$ cat src/rtl/regfile_arbiter.sv
// regfile_arbiter: sequences accesses to a 16x8 register file port and
// shares that port between requester A (decoder) and B (debug/loader).
// Ports: clk; reset (async, active-low); a_/b_ req, we, addr, wdata in;
//   a_/b_ ack (1-cycle pulse) and rdata (last read) out; rf_load, rf_dump,
//   rf_regnum, rf_wdata to the register file; rf_rdata from it; busy.
// Build option: REGARB_FIXED_PRIO_EN gives A fixed priority over B;
//   when undefined, simultaneous requests are served round-robin.
module regfile_arbiter #(
   parameter int ADDR_W   = 4,
   parameter int DATA_W   = 8,
   parameter int READ_LAT = 1
) (
   input  logic              clk,
   input  logic              reset,
   input  logic              a_req,
   input  logic              a_we,
   input  logic [ADDR_W-1:0] a_addr,
   input  logic [DATA_W-1:0] a_wdata,
   output logic              a_ack,
   output logic [DATA_W-1:0] a_rdata,
   input  logic              b_req,
   input  logic              b_we,
   input  logic [ADDR_W-1:0] b_addr,
   input  logic [DATA_W-1:0] b_wdata,
   output logic              b_ack,
   output logic [DATA_W-1:0] b_rdata,
   output logic              rf_load,
   output logic              rf_dump,
   output logic [ADDR_W-1:0] rf_regnum,
   output logic [DATA_W-1:0] rf_wdata,
   input  logic [DATA_W-1:0] rf_rdata,
   output logic              busy
);

   typedef enum logic [1:0] {
      IDLE,
      WR,
      RD,
      RESP
   } state_t;

   localparam logic [1:0] LAST = 2'(READ_LAT - 1);

   state_t     r_state;
   state_t     w_next;
   logic       r_win;
   logic [1:0] r_cnt;
   logic       w_grant;
   logic       w_pick_b;
   logic       w_we;
   logic       w_rd_done;

   assign w_grant = a_req | b_req;

`ifdef REGARB_FIXED_PRIO_EN
   assign w_pick_b = ~a_req;
`else
   // r_ptr: 0 prefers A, 1 prefers B on a tie.
   logic r_ptr;

   assign w_pick_b = b_req & (~a_req | r_ptr);

   always_ff @(posedge clk or negedge reset) begin
      if (!reset) begin
         r_ptr <= 1'b0;
      end else if (r_state == RESP) begin
         r_ptr <= ~r_win;
      end
   end
`endif

   assign w_we      = w_pick_b ? b_we : a_we;
   assign w_rd_done = (r_state == RD) && (r_cnt == LAST);

   // Pins decode straight from state so an async reset drops them at once.
   always_comb begin
      w_next  = r_state;
      rf_load = 1'b0;
      rf_dump = 1'b0;
      a_ack   = 1'b0;
      b_ack   = 1'b0;
      busy    = 1'b1;
      unique case (r_state)
         IDLE: begin
            busy = 1'b0;
            if (w_grant) begin
               w_next = w_we ? WR : RD;
            end
         end
         WR: begin
            rf_load = 1'b1;
            w_next  = RESP;
         end
         RD: begin
            rf_dump = 1'b1;
            if (r_cnt == LAST) begin
               w_next = RESP;
            end
         end
         RESP: begin
            a_ack  = ~r_win;
            b_ack  = r_win;
            w_next = IDLE;
         end
         default: begin
            w_next = IDLE;
         end
      endcase
   end

   always_ff @(posedge clk or negedge reset) begin
      if (!reset) begin
         r_state   <= IDLE;
         r_win     <= 1'b0;
         r_cnt     <= '0;
         rf_regnum <= '0;
         rf_wdata  <= '0;
         a_rdata   <= '0;
         b_rdata   <= '0;
      end else begin
         r_state <= w_next;
         if (r_state == IDLE && w_grant) begin
            r_win     <= w_pick_b;
            rf_regnum <= w_pick_b ? b_addr : a_addr;
            if (w_we) begin
               rf_wdata <= w_pick_b ? b_wdata : a_wdata;
            end
         end
         if (r_state == RD) begin
            r_cnt <= (r_cnt == LAST) ? 2'd0 : r_cnt + 2'd1;
         end
         if (w_rd_done) begin
            if (r_win) begin
               b_rdata <= rf_rdata;
            end else begin
               a_rdata <= rf_rdata;
            end
         end
      end
   end

endmodule

$ cat config.mk
export PLATFORM = sky130hd
export DESIGN_NAME = regfile_arbiter
export DESIGN_NICKNAME = d
export VERILOG_FILES = /design/src/rtl/regfile_arbiter.sv
export SDC_FILE = /design/constraint.sdc
export NUM_CORES = 1
export LEC_CHECK = 0
export CORE_UTILIZATION = 37
export CTS_BUF_LIST = sky130_fd_sc_hd__clkbuf_8 sky130_fd_sc_hd__clkbuf_16
export DETAILED_ROUTE_END_ITERATION = 10
export HOLD_SLACK_MARGIN = 0.05
export PLACE_DENSITY = 0.87
export SLEW_MARGIN = 20
export SYNTH_ARGS = -nofsm -noshare
export SYNTH_HDL_FRONTEND = slang
export SYNTH_SLANG_ARGS = --single-unit
$ cat constraint.sdc
create_clock -name clk -period 1.5 [get_ports clk]
set_input_delay 0.225 -clock clk [delete_from_list [all_inputs] [get_ports clk]]
set_output_delay 0.225 -clock clk [all_outputs]
set_load 0.005 [all_outputs]
=== Word-level counts from Yosys, hierarchy flattened ===
Index checks and enable logic that the tools add are counted.

* Register bits after elaboration: 34
* Input port bits: 38
* Output and inout port bits: 33
* Logic and storage cells: 40

* Add/sub/neg operators: 1
* Equal/unequal tests: 5
* Mux-type cells: 13
* Bitwise gates (word level): 5
* Reduce and logical (&&, ||, !) cells: 8

{| class="wikitable"
|+ Operators by type and width
! operator !! count
|-
| 2-bit 2-to-1 mux || 4
|-
| 8-bit 2-to-1 mux || 1
|-
| 2-bit one-hot mux with 4 select lines || 1
|-
| 2-bit AND reduction || 4
|-
| 1-bit 2-to-1 mux || 6
|-
| 2-bit equality test (second input constant) || 2
|-
| 2-bit zero test || 2
|-
| 4-bit 2-to-1 mux || 1
|-
| 2-bit by 1-bit adder with 2-bit output (second input constant) || 1
|-
| 2-bit by 1-bit equality test with 1-bit output (second input constant) || 1
|-
| 1-bit logical AND || 2
|-
| 2-bit by 1-bit != test with 1-bit output (second input constant) || 1
|-
| 2-bit != test (second input constant) || 1
|-
| 1-bit inverter || 2
|-
| 1-bit OR || 2
|-
| 1-bit AND || 1
|}

=== Logic depth before layout (Yosys ltp) ===
* Depth after elaboration: 7
* Gate-level depth with buffers: 6
* Depth with buffers taken out: 6

=== Worst setup path after synthesis ===
Ideal clock, no wire load.

* Path kind: register -> register
* Start point: register r_state[0]
* End point: register r_state[0]
* Library setup time: 123 ps
* Arrival time: 1,416 ps
* Required time: 1,377 ps
* Setup slack: -39 ps
* Stages on the path, launching flop included: 7
* Path buffers: 0
* Period minus slack after synthesis: 1,539 ps
* Cells stage by stage: dfrtp_1 -> inv_1 -> ha_1 -> inv_1 -> o32a_1 -> o21a_1 -> o2bb2ai_1

* Longest elaborated chain between the ends: 3
* Elaborated cells between the ends (all ways): 8
* Those cells by class: 5 x eq/ne; 1 x mux; 2 x reduce/logical

{| class="wikitable"
|+ Ends and longest elaborated chain
! what !! RTL line !! source
|-
| from (decl) || 44 || <nowiki>state_t r_state;</nowiki>
|-
| from (signal assigned) || 121 || <nowiki>r_state <= w_next;</nowiki>
|-
| 2-bit equality test / 2-bit zero test (equally long branches) || 83 || <nowiki>unique case (r_state)</nowiki>
|-
| 2-bit by 1-bit != test with 1-bit output (no source line) / 2-bit != test (equally long branches) || - ||
|-
| 2-bit AND reduction (no source line) || - ||
|}

Parallel ways exist; a longest one is shown, timed or not.
A chain may end at the register's enable or synchronous reset.

=== Worst setup path after layout ===
* Start point: register r_state[0]
* End point: register rf_wdata[7]

* Longest elaborated chain between the ends: 3

{| class="wikitable"
|+ Ends and longest elaborated chain
! what !! RTL line !! source
|-
| 2-bit zero test || 122 || <nowiki>if (r_state == IDLE && w_grant) begin</nowiki>
|-
| 1-bit logical AND || 122 ||
|-
| 2-bit AND reduction (no source line) || - ||
|-
| to (signal assigned) || 126 || <nowiki>rf_wdata <= w_pick_b ? b_wdata : a_wdata;</nowiki>
|-
| to (decl) || 30 || <nowiki>output logic [DATA_W-1:0] rf_wdata,</nowiki>
|}

No other way between the ends.

==> run metrics <==
dominant cell type by area after synthesis dfrtp_1; most common cell after layout, fill and taps aside clkdlybuf4s50_1; Bufs and invs on worst path 4; Cells after Synth between 100 and 150; fmax around 0.66 GHz; Cell Rows 23; status finished, violations left; Final nets 265; Critical Path RT approximately 1.7 ns; # H-tree levels 2; final setup margin -0.009905 ns; max_cap viols 0; critical-path cell list inv_2 -> buf_6 -> ha_4 -> buf_4 -> o21ai_4 -> buf_12 -> mux2_4; Final setup viols 8; DRC 0; Met1 Routed Length around 1.4 mm; DR iter-0 viols 40; Avg WL per Cell about 14 um; startpoint types flip-flop; initial antenna violation count 0; maximum vdd ir drop roughly 720 uV; Hold/Removal Path Class input pin to asynchronous set/reset pin; Avg Inst Size Synth 13.31 sq um; Final Hold Slack 0.3098 ns; Seq/Total Area, Yosys 0.5325; CTS sink count 34; drt pass-1 iters 4; WL met2 roughly 1.9 mm; Post-Route WL approximately 3.7 mm; crit path max fanout 8; core area approximately 0.0041 sq mm; capture point of the critical path rf_wdata[7]; Unique masters post-synth 25; Worst Max-Slew Pin Slew around 0.19 ns; Design Area, Final ~0.0027 sq mm; Area Overhead vs Synth 71.73%; input/output buffers 70; starting density of the core 0.3910; hpwl dp between 2 and 3 mm; post-synth top area share 0.5325; DR top layer met4; CTS buffer count 5; sequential power share 0.330; most frequent cells in the layout clkdlybuf4s50_1 (65), dfrtp_1 (32), mux2_2 (20); antenna cells 0; power consumption between 5 and 6 mW; TritonCTS clock tree built; CTS max path bufs 2; R2R cell count 7; Cell Int Power ~3.6 mW; CP Capture Type flip-flop; Final ANT Viol Nets 0; Worst-path clk slew approximately 0.06 ns; routed vias/inst 4.800; die width between 60 and 70 um; first-pass GRT wire length 5.934 mm; clock skew roughly 0.0042 ns; FF-to-FF End rf_wdata[7]; CP Depth 7; number of I/O pins 71; max incr delay on CP 0.42 ns; Placement Setup Slack -0.3640 ns; #FFs+latches synth 34; Yosys warnings 0; Leak 1.238 nW; FF-to-FF Start r_state[0]; Switching Fraction 0.2885; Cells after DPL roughly 250; Psw around 1.4 mW; Routability Congestion just under 0.8; Worst Setup SP r_state[0]; Final Hold Vio Count 0; Die Span Y between 60 and 70 um; combinational power share 0.535; Root Buffer clkbuf_8; failing checks setup timing; worst skew pair latency 0.28 ns; Area contributors post-synth dfrtp_1 (53%), mux2_2 (20%), ha_1 (6.3%), mux2_4 (3.8%), mux2i_1 (2.5%); final period utilization 1.007; fin util 0.6715; unrepaired setup endpoints after global routing yes; Clk pwr share 0.135; wire length on met3 between 300 and 400 um; WS Path Type flip-flop to flip-flop; setup TNS -0.04604 ns; via count approximately 1300; Max Slew Vio Count 0; WP data arrival 1.68 ns; placed inst area roughly 0.0025 sq mm; Power Density 1823 mW/mm^2; CP top delay family buffers and inverters; global route total overflow 0; share of cells above drive strength 1 0.3682; slew margin rel. 0.8705; vias in the first global route 1392; Fillers 326; non-filler cells, final 270; largest net degree at the start of global routing 35; Post-Syn Area between 0.0015 and 0.002 sq mm; crit path max-delay cell type dfrtp_2; die area around 0.0046 sq mm; crit path time final ~1.5 ns; Mapped Nets around 170; R2R Setup Slk -0.01 ns; GRT Util Overall 0.1802
==> state kept, by name, summed over array words and instances (netlist names) <==
register,flops
a_rdata,8
b_rdata,8
r_cnt,2
r_ptr,1
r_state,2
r_win,1
rf_regnum,4
rf_wdata,8
==> Yosys cell counts <==
cell type / count
dfrtp_1: 34
mux2_2: 28
nand2_1: 9
ha_1: 8
inv_1: 7
o21ai_0: 7
mux2_4: 4
mux2i_1: 4
nor2_1: 3
a211o_2: 1
a21oi_1: 1
a31oi_1: 1
and2_1: 1
and3_2: 1
buf_6: 1
nand2_2: 1
nand2b_1: 1
nand3_1: 1
nand3b_1: 1
nor2b_1: 1
o21a_1: 1
o21ai_1: 1
o21ai_4: 1
o2bb2ai_1: 1
o32a_1: 1
==> metal layers <==
metal	up-vias	track usage
met5	-	0
met1	606	0.1868
met2	61	0.3267
met3	8	0.04730
met4	0	0.09574
li1	621	-
==> power by group through the flow <==
stage               clock network (mW)  registers (mW)  logic (mW)
floorplan                            0            1.63       0.940
global placement                     0            1.62        2.30
detailed placement                   0            1.63        2.37
CTS                              0.703            1.63        2.60
global route                     0.732            1.71        2.93
finish                           0.674            1.65        2.68
==> kinds of logic (layout without fill, tap and decap cells) <==
logic type / count (synthesis) / in the layout / share of synthesized area
muxes: 36 / 36 / 0.2600
DFF: 34 / 34 / 0.5325
and+or+nand+nor: 19 / 19 / 0.05639
AOI/OAI and AO/OA: 15 / 15 / 0.06500
buffers and inverters: 8 / 108 / 0.02350
adders and majority gates: 8 / 8 / 0.06265
==> area by class of cell <==
class / count / area [sq um] / area share
sequential: 34 / 853.3 / 0.3110
inverter: 7 / 26.28 / 0.009576
timing repair buffer: 93 / 912.1 / 0.3324
clock inverter: 2 / 8.758 / 0.003192
tap: 50 / 62.56 / 0.02280
clock buffer: 6 / 82.58 / 0.03010
multi-input combinational: 78 / 798.3 / 0.2909
==> worst register-to-register path, cell delays in order, from the launching register on <==
cell and delay [ns]:
dfrtp_2 0.42, inv_2 0.06, buf_6 0.12, ha_4 0.15, buf_4 0.14, o21ai_4 0.06, buf_12 0.15, mux2_4 0.30
==> worst min-delay path by stage <==
stage / to / slack [ns] / cells past startpoint
after floorplan: a_rdata[0] / -0.07 / 0
final: a_rdata[6] / 0.31 / 2
after detailed placement: b_rdata[2] / 0.49 / 1
after CTS: b_rdata[2] / 0.31 / 2
after global placement: rf_regnum[1] / 0.48 / 2
after global routing: a_rdata[6] / 0.32 / 2
==> timing repair <==
| action | 4_1_cts | 5_1_grt |
|---|---|---|
| gates cloned | 0 | 0 |
| endpoints found under the setup margin | 15 | 30 |
| resized for setup | 32 | 11 |
| pin swaps | 3 | 1 |
| hold buffers | 0 | 0 |
| endpoints found under the hold margin | 0 | 0 |
| setup buffers | 7 | 2 |
Power figures use the tool's default switching activity.
